## config.mk

```make
export PLATFORM = sky130hd
export DESIGN_NAME = dmem_arbiter_flat
export DESIGN_NICKNAME = d
export VERILOG_FILES = /design/src/rtl/dmem_arbiter_pkg.sv /design/src/rtl/dmem_arbiter_if.sv /design/src/rtl/dmem_arbiter_starve_ctr.sv /design/src/rtl/dmem_arbiter.sv /design/src/flat_wrapper.sv
export SDC_FILE = /design/constraint.sdc
export NUM_CORES = 1
export LEC_CHECK = 0
export ABC_AREA = 1
export BUFFER_PORTS_ARGS = -buffer_cell sky130_fd_sc_hd__buf_2
export CAP_MARGIN = 20
export CORE_ASPECT_RATIO = 2
export CORE_MARGIN = 4
export CORE_UTILIZATION = 35
export CTS_CLUSTER_DIAMETER = 50
export DETAILED_ROUTE_END_ITERATION = 8
export GPL_TIMING_DRIVEN = 0
export MAX_ROUTING_LAYER = met4
export PLACE_DENSITY = 0.75
export RECOVER_POWER = 100
export REMOVE_ABC_BUFFERS = 1
export SLEW_MARGIN = 0
export SYNTH_ARGS = -nofsm -noshare
export SYNTH_HDL_FRONTEND = slang
export SYNTH_HIERARCHICAL = 1
export SYNTH_SLANG_ARGS = --single-unit
```

## constraint.sdc

```tcl
create_clock -name clk -period 2.5 [get_ports clk]
set_input_delay 0.375 -clock clk [delete_from_list [all_inputs] [get_ports clk]]
set_output_delay 0.375 -clock clk [all_outputs]
set_load 0.02 [all_outputs]
```

## src/rtl/dmem_arbiter_pkg.sv

```systemverilog
// Shared types and constants for the data-memory arbiter between the CPU MEM stage and the host port.
// The statistics counters are built only when DMEM_ARB_STATS_EN is defined.
package dmem_arbiter_pkg;

    typedef enum logic [1:0] {
        ST_SHARE,
        ST_EXCL,
        ST_DRAIN
    } ArbState;

    typedef enum logic [1:0] {
        SEL_NONE,
        SEL_CPU,
        SEL_HOST
    } ArbSel;

    localparam int DMEM_STAT_W = 16;

    function automatic logic [DMEM_STAT_W-1:0] sat_inc(input logic [DMEM_STAT_W-1:0] value);
        return (value == '1) ? value : value + 1'b1;
    endfunction

endpackage

```

## src/rtl/dmem_arbiter_if.sv

```systemverilog
// Bundle of the CPU, host and data-memory buses around the arbiter.
// The slave modport is the arbiter's view; the master modport is the view of everything around it.
interface dmem_arbiter_if #(
    parameter int ADDR_W = 8,
    parameter int DATA_W = 8
);
    import dmem_arbiter_pkg::*;

    logic                   cpu_req;
    logic                   cpu_we;
    logic [ADDR_W-1:0]      cpu_addr;
    logic [DATA_W-1:0]      cpu_wdata;
    logic [DATA_W-1:0]      cpu_rdata;
    logic                   cpu_stall;

    logic                   host_req;
    logic                   host_we;
    logic [ADDR_W-1:0]      host_addr;
    logic [DATA_W-1:0]      host_wdata;
    logic                   host_excl;
    logic                   host_gnt;
    logic                   host_rvalid;
    logic [DATA_W-1:0]      host_rdata;

    logic                   mem_we;
    logic                   mem_re;
    logic [ADDR_W-1:0]      mem_addr;
    logic [DATA_W-1:0]      mem_wdata;
    logic [DATA_W-1:0]      mem_rdata;

    logic                   excl_active;
    logic [DMEM_STAT_W-1:0] stat_conflicts;
    logic [DMEM_STAT_W-1:0] stat_forced;

    modport slave (
        input  cpu_req, cpu_we, cpu_addr, cpu_wdata,
        input  host_req, host_we, host_addr, host_wdata, host_excl,
        input  mem_rdata,
        output cpu_rdata, cpu_stall,
        output host_gnt, host_rvalid, host_rdata,
        output mem_we, mem_re, mem_addr, mem_wdata,
        output excl_active, stat_conflicts, stat_forced
    );

    modport master (
        output cpu_req, cpu_we, cpu_addr, cpu_wdata,
        output host_req, host_we, host_addr, host_wdata, host_excl,
        output mem_rdata,
        input  cpu_rdata, cpu_stall,
        input  host_gnt, host_rvalid, host_rdata,
        input  mem_we, mem_re, mem_addr, mem_wdata,
        input  excl_active, stat_conflicts, stat_forced
    );

endinterface

```

## src/rtl/dmem_arbiter_starve_ctr.sv

```systemverilog
// Saturating count of consecutive cycles the host was blocked; force_grant
// rises once the count reaches LIMIT so the host gets through on that cycle.
module arb_starve_ctr #(
    parameter int LIMIT = 3
) (
    input  logic clk,
    input  logic reset,
    input  logic inc,
    input  logic clr,
    output logic force_grant
);

    localparam logic [3:0] LIMIT_CNT = LIMIT[3:0];

    logic [3:0] count;

    always_ff @(posedge clk) begin
        if (reset) begin
            count <= '0;
        end else if (clr) begin
            count <= '0;
        end else if (inc && (count != LIMIT_CNT)) begin
            count <= count + 4'd1;
        end
    end

    assign force_grant = (count == LIMIT_CNT);

endmodule

```

## src/rtl/dmem_arbiter.sv

```systemverilog
// Data-memory arbiter: CPU normally wins, the host is forced through after STARVE_LIMIT
// blocked cycles, and host_excl hands the memory wholly to the host. Optional stats: DMEM_ARB_STATS_EN.
module dmem_arbiter
    import dmem_arbiter_pkg::*;
#(
    parameter int ADDR_W       = 8,
    parameter int DATA_W       = 8,
    parameter int STARVE_LIMIT = 3
) (
    input logic           clk,
    input logic           reset,
    dmem_arbiter_if.slave bus
);

    ArbState           state;
    ArbState           next_state;
    ArbSel             sel;
    logic              force_flag;
    logic              grant_we;
    logic [ADDR_W-1:0] grant_addr;
    logic [DATA_W-1:0] grant_wdata;
    logic              starve_inc;
    logic              starve_clr;

    always_ff @(posedge clk) begin
        if (reset) begin
            state <= ST_SHARE;
        end else begin
            state <= next_state;
        end
    end

    // ST_DRAIN arbitrates exactly like ST_SHARE; it only differs in being a one-cycle stop after ST_EXCL.
    always_comb begin
        sel        = SEL_NONE;
        next_state = state;
        case (state)
            ST_EXCL: begin
                if (bus.host_req) begin
                    sel = SEL_HOST;
                end
                next_state = bus.host_excl ? ST_EXCL : ST_DRAIN;
            end
            default: begin
                if (bus.cpu_req && bus.host_req) begin
                    sel = force_flag ? SEL_HOST : SEL_CPU;
                end else if (bus.cpu_req) begin
                    sel = SEL_CPU;
                end else if (bus.host_req) begin
                    sel = SEL_HOST;
                end
                next_state = bus.host_excl ? ST_EXCL : ST_SHARE;
            end
        endcase
    end

    always_comb begin
        grant_we    = 1'b0;
        grant_addr  = '0;
        grant_wdata = '0;
        case (sel)
            SEL_CPU: begin
                grant_we    = bus.cpu_we;
                grant_addr  = bus.cpu_addr;
                grant_wdata = bus.cpu_wdata;
            end
            SEL_HOST: begin
                grant_we    = bus.host_we;
                grant_addr  = bus.host_addr;
                grant_wdata = bus.host_wdata;
            end
            default: ;
        endcase
    end

    assign bus.mem_we      = grant_we;
    assign bus.mem_re      = (sel != SEL_NONE) && !grant_we;
    assign bus.mem_addr    = grant_addr;
    assign bus.mem_wdata   = grant_wdata;
    assign bus.cpu_rdata   = bus.mem_rdata;
    assign bus.cpu_stall   = bus.cpu_req && (sel != SEL_CPU);
    assign bus.host_gnt    = (sel == SEL_HOST);
    assign bus.excl_active = (state == ST_EXCL);

    // The counter is pinned at zero in ST_EXCL so the host starts fresh when sharing resumes.
    assign starve_inc = bus.host_req && (sel != SEL_HOST) && (state != ST_EXCL);
    assign starve_clr = (sel == SEL_HOST) || !bus.host_req || (state == ST_EXCL);

    arb_starve_ctr #(
        .LIMIT(STARVE_LIMIT)
    ) u_starve (
        .clk        (clk),
        .reset      (reset),
        .inc        (starve_inc),
        .clr        (starve_clr),
        .force_grant(force_flag)
    );

    always_ff @(posedge clk) begin
        if (reset) begin
            bus.host_rvalid <= 1'b0;
            bus.host_rdata  <= '0;
        end else begin
            bus.host_rvalid <= (sel == SEL_HOST) && !bus.host_we;
            if ((sel == SEL_HOST) && !bus.host_we) begin
                bus.host_rdata <= bus.mem_rdata;
            end
        end
    end

`ifdef DMEM_ARB_STATS_EN
    logic [DMEM_STAT_W-1:0] conflicts;
    logic [DMEM_STAT_W-1:0] forced;
    logic                   forced_grant;

    assign forced_grant = (state != ST_EXCL) && bus.cpu_req && bus.host_req && force_flag;

    always_ff @(posedge clk) begin
        if (reset) begin
            conflicts <= '0;
            forced    <= '0;
        end else begin
            if ((state == ST_SHARE) && bus.cpu_req && bus.host_req) begin
                conflicts <= sat_inc(conflicts);
            end
            if (forced_grant) begin
                forced <= sat_inc(forced);
            end
        end
    end

    assign bus.stat_conflicts = conflicts;
    assign bus.stat_forced    = forced;
`else
    assign bus.stat_conflicts = '0;
    assign bus.stat_forced    = '0;
`endif

endmodule

```

## src/flat_wrapper.sv

```systemverilog
// flat-port wrapper written by rule: the top's interface ports become plain ports
module dmem_arbiter_flat import dmem_arbiter_pkg::*;
#(
    parameter int ADDR_W       = 8,
    parameter int DATA_W       = 8,
    parameter int STARVE_LIMIT = 3
)
  (clk, reset, bus_cpu_req, bus_cpu_we, bus_cpu_addr, bus_cpu_wdata, bus_host_req, bus_host_we, bus_host_addr, bus_host_wdata, bus_host_excl, bus_mem_rdata, bus_cpu_rdata, bus_cpu_stall, bus_host_gnt, bus_host_rvalid, bus_host_rdata, bus_mem_we, bus_mem_re, bus_mem_addr, bus_mem_wdata, bus_excl_active, bus_stat_conflicts, bus_stat_forced);
  dmem_arbiter_if #(.ADDR_W(ADDR_W), .DATA_W(DATA_W)) bus_i ();
  input logic clk;
  input logic reset;
  input wire logic [$bits(bus_i.cpu_req)-1:0] bus_cpu_req;
  input wire logic [$bits(bus_i.cpu_we)-1:0] bus_cpu_we;
  input wire logic [$bits(bus_i.cpu_addr)-1:0] bus_cpu_addr;
  input wire logic [$bits(bus_i.cpu_wdata)-1:0] bus_cpu_wdata;
  input wire logic [$bits(bus_i.host_req)-1:0] bus_host_req;
  input wire logic [$bits(bus_i.host_we)-1:0] bus_host_we;
  input wire logic [$bits(bus_i.host_addr)-1:0] bus_host_addr;
  input wire logic [$bits(bus_i.host_wdata)-1:0] bus_host_wdata;
  input wire logic [$bits(bus_i.host_excl)-1:0] bus_host_excl;
  input wire logic [$bits(bus_i.mem_rdata)-1:0] bus_mem_rdata;
  output wire logic [$bits(bus_i.cpu_rdata)-1:0] bus_cpu_rdata;
  output wire logic [$bits(bus_i.cpu_stall)-1:0] bus_cpu_stall;
  output wire logic [$bits(bus_i.host_gnt)-1:0] bus_host_gnt;
  output wire logic [$bits(bus_i.host_rvalid)-1:0] bus_host_rvalid;
  output wire logic [$bits(bus_i.host_rdata)-1:0] bus_host_rdata;
  output wire logic [$bits(bus_i.mem_we)-1:0] bus_mem_we;
  output wire logic [$bits(bus_i.mem_re)-1:0] bus_mem_re;
  output wire logic [$bits(bus_i.mem_addr)-1:0] bus_mem_addr;
  output wire logic [$bits(bus_i.mem_wdata)-1:0] bus_mem_wdata;
  output wire logic [$bits(bus_i.excl_active)-1:0] bus_excl_active;
  output wire logic [$bits(bus_i.stat_conflicts)-1:0] bus_stat_conflicts;
  output wire logic [$bits(bus_i.stat_forced)-1:0] bus_stat_forced;
  assign bus_i.cpu_req = bus_cpu_req;
  assign bus_i.cpu_we = bus_cpu_we;
  assign bus_i.cpu_addr = bus_cpu_addr;
  assign bus_i.cpu_wdata = bus_cpu_wdata;
  assign bus_i.host_req = bus_host_req;
  assign bus_i.host_we = bus_host_we;
  assign bus_i.host_addr = bus_host_addr;
  assign bus_i.host_wdata = bus_host_wdata;
  assign bus_i.host_excl = bus_host_excl;
  assign bus_i.mem_rdata = bus_mem_rdata;
  assign bus_cpu_rdata = bus_i.cpu_rdata;
  assign bus_cpu_stall = bus_i.cpu_stall;
  assign bus_host_gnt = bus_i.host_gnt;
  assign bus_host_rvalid = bus_i.host_rvalid;
  assign bus_host_rdata = bus_i.host_rdata;
  assign bus_mem_we = bus_i.mem_we;
  assign bus_mem_re = bus_i.mem_re;
  assign bus_mem_addr = bus_i.mem_addr;
  assign bus_mem_wdata = bus_i.mem_wdata;
  assign bus_excl_active = bus_i.excl_active;
  assign bus_stat_conflicts = bus_i.stat_conflicts;
  assign bus_stat_forced = bus_i.stat_forced;
  dmem_arbiter #(.ADDR_W(ADDR_W), .DATA_W(DATA_W), .STARVE_LIMIT(STARVE_LIMIT)) u_core (.clk(clk), .reset(reset), .bus(bus_i));
endmodule
```

==> qor.csv <==
stage,metric,value,unit
status,status,finished clean,
sta,setup violators final,0,
logic_synthesis,yosys warns,6,
clock_tree,Clock Latency Late Sink,0.25,ns
critical_path,Worst Reg-to-Reg Cells,12,
floorplan,Initial Utilization,36.00,%
min_path,Hold Crit Start,bus_host_excl,
critical_path,cell chain of the critical path,ha_4 > nand2_1 > inv_1 > nand2_2 > nand2_2 > nor2_4 > nor2_4 > ha_4 > buf_4 > nand2_1 > a21oi_2 > buf_4,
routing,mean routed wirelength per cell,10.98,µm
global_route,initial antenna violation count,0,
floorplan,row count,32,
pwr,VDD IR max,0.1649,mV
placed_design,Final HPWL DP,2919,µm
placed_design,RD Place Congestion,0.7839,
pwr,PD cells,418.7,mW/mm²
critical_path,crit path kind,flip-flop to output pin,
sta,RSZ-0062 raised after global routing,false,
global_route,number of global-route vias before repair,1475,
sta,slew of the pin with the lowest slew margin,0.5731,ns
critical_path,R2R Path Start,u_core/u_starve/count[0],
routing,antenna violation net count after detailed routing,0,
clock_tree,clk slew on worst S/H paths,0.06,ns
routing,DR pass1 iterations,5,
critical_path,Worst EP required,2.12,ns
logic_synthesis,synthesized area per cell,6.590,µm²
critical_path,crit-path max FO,8,
logic_synthesis,"Seq/Total Area, Yosys",21.70,%
floorplan,core area,0.003844,mm²
placed_design,I/O Buffers,84,
floorplan,die area,0.005085,mm²
critical_path,"Slowest-stage cell, CP",dfxtp_4,
cells_and_area,ratio of cells with drive above 1 in the final layout,38.41,%
logic_synthesis,mapped cell area,0.001384,mm²
min_path,worst hold stages,2,
min_path,Tightest Hold Check Type,primary input to flip-flop,
cells_and_area,"Core Util, Final",47.82,%
critical_path,WP depth,12,
critical_path,Critical Path Start Type,flip-flop,
clock_tree,CTS sink count,15,
routing,drc violations,0,
clock_tree,CTS root buffer,clkbuf_8,
critical_path,critical path endpoint category,output pin,
sta,Final Cycle Share,94.94,%
placed_design,Post-DP Area,0.001632,mm²
clock_tree,CTS tree,done,
global_route,first-pass GRT wire length,5768,µm
logic_synthesis,Synth Instances,210,
sta,Final Max Tran Viols,0,
routing,1st-iter DRT viols,21,
sta,"Hold Vio Cnt, Final",0,
critical_path,"delay-heaviest family, CP",simple AND/OR/NAND/NOR gates,
routing,via/cell ratio,4.385,
cells_and_area,Area Growth Syn to Fin,32.82,%
pwr,Leakage,0.9188,nW
floorplan,die width,52.46,µm
sta,post-route minimum period,2.374,ns
clock_tree,CTS Buf Count,3,
job,max-cap violations,0,
clock_tree,H-tree depth,1,
critical_path,Worst path max stage delay,0.38,ns
cells_and_area,final net count,342,
sta,Worst slew margin,61.65,%
logic_synthesis,Unique masters post-synth,19,
cells_and_area,ant diodes,0,
sta,Worst Slack Setup Final,0.1264,ns
routing,total number of vias,1491,
cells_and_area,fill count,419,
sta,Clock Skew,0.002098,ns
sta,fmax,421.3,MHz
clock_tree,CTS max path bufs,2,
floorplan,Die H,96.93,µm
critical_path,CP arrival,2.00,ns
global_route,pin count of the biggest net entering global routing,19,
placed_design,Setup Slack @ Placement,-0.2066,ns
global_route,total gr overflow,0,
critical_path,crit path launch,u_core/u_starve/count[0],
cells_and_area,Final Cell Area,0.001838,mm²
global_route,GRT Util Overall,14.71,%
logic_synthesis,Yosys reg bits,15,
critical_path,"Buf+Inv Stages, Crit Path",3,
floorplan,io pins,117,
routing,drt total wl,3732,µm
==> cells in the mapped netlist <==
library cell	number	share of area (%)
a21oi_2	11	7.0
conb_1	1	0.27
nand3_1	11	4.0
a31oi_1	1	0.45
ha_1	5	4.5
buf_4	44	24
nor3_1	2	0.72
a21boi_2	1	0.81
buf_6	2	1.6
dfxtp_1	15	22
o21ai_1	1	0.36
inv_1	19	5.2
nor2_4	1	0.81
nor2_1	19	5.2
inv_2	2	0.54
a21oi_1	8	2.9
nand4_1	2	0.90
nor2_2	9	4.1
nand2_1	56	15
==> final timing paths <==
path                              endpoint  slack (ns)
setup / recovery          bus_mem_wdata[1]        0.13
hold / removal             u_core/state[1]        0.30
setup reg to reg  u_core/bus.host_rdata[5]        0.40
hold reg to reg   u_core/bus.host_rdata[7]        0.49
==> repair_timing <==
| item | in CTS | in global routing |
|---|---|---|
| resized for setup | 11 | 26 |
| endpoints found under the setup margin | 20 | 19 |
| cloned | 0 | 0 |
| hold buffers | 0 | 0 |
| setup buffers | 3 | 3 |
| pin swaps | 1 | 1 |
==> metal layers <==
layer | track usage, % | wire, µm | vias up
li1 | - | - | 733
met1 | 14.31 | 1252 | 636
met2 | 26.15 | 1952 | 109
met3 | 1.387 | 400 | 13
met4 | 9.055 | 127 | 0
met5 | - | 0 | -
==> cell type report <==
type                       instances  area (µm²)  share of cell area, %
tap                               51       63.81                  3.472
sequential                        15       307.8                  16.75
clock buffer                       4       45.04                  2.451
inverter                          21       78.83                  4.289
multi-input combinational        159       858.3                  46.70
timing repair buffer              90       484.2                  26.34
==> metrics by stage <==
stage	hold slack, ns	std cells	power (mW)	setup TNS (ns)
final	0.2997	340	0.7696	0
after detailed placement	0.4699	330	0.5346	-1.096
after floorplan	0.4462	195	0.4316	-0.0006852
after global placement	0.4669	330	0.5327	-0.4987
after CTS	0.2969	337	0.7675	0
after global routing	0.3002	340	0.8140	0
==> worst reg2reg max path, cell delays in order (launching register included) <==
cell and delay, ns:
dfxtp_4 0.38, ha_4 0.16, nand2_1 0.09, inv_1 0.07, nand2_2 0.07, nand2_2 0.08, nor2_4 0.05, nor2_4 0.15
ha_4 0.24, inv_2 0.07, nor2_1 0.45, nor2_1 0.11, nor2_2 0.12
==> placed cells by master (no fill, tap or decap), drive strengths merged <==
master and n:
inv 21, a21boi 1, nor3 2, conb 32, o21ai 1, clkbuf 23
a31oi 1, buf 71, ha 5, nand4 2, nor2 29, a21oi 19
nand2 56, nand3 11, dfxtp 15
==> report_power, final <==
group | total [mW] | switching (mW) | internal (mW)
combinational | 0.318 | 0.205 | 0.112
sequential | 0.253 | 0.00544 | 0.247
clock | 0.199 | 0.0863 | 0.113
==> logic make-up after synthesis <==
logic type / after synthesis / synth area share [%]
adder cells (fa/ha/maj): 5 / 4.521
AND/OR/NAND/NOR: 100 / 30.83
buffers and inverters: 67 / 31.19
AO/OA/AOI/OAI: 22 / 11.48
flip-flops: 15 / 21.70
other: 1 / 0.2710
==> state kept, by name, indices dropped and copies added, names as in the netlist <==
signal	count
u_core/u_starve/count	4
u_core/bus.host_rdata	8
u_core/bus.host_rvalid	1
u_core/state	2
Power figures use the tool's default switching activity.
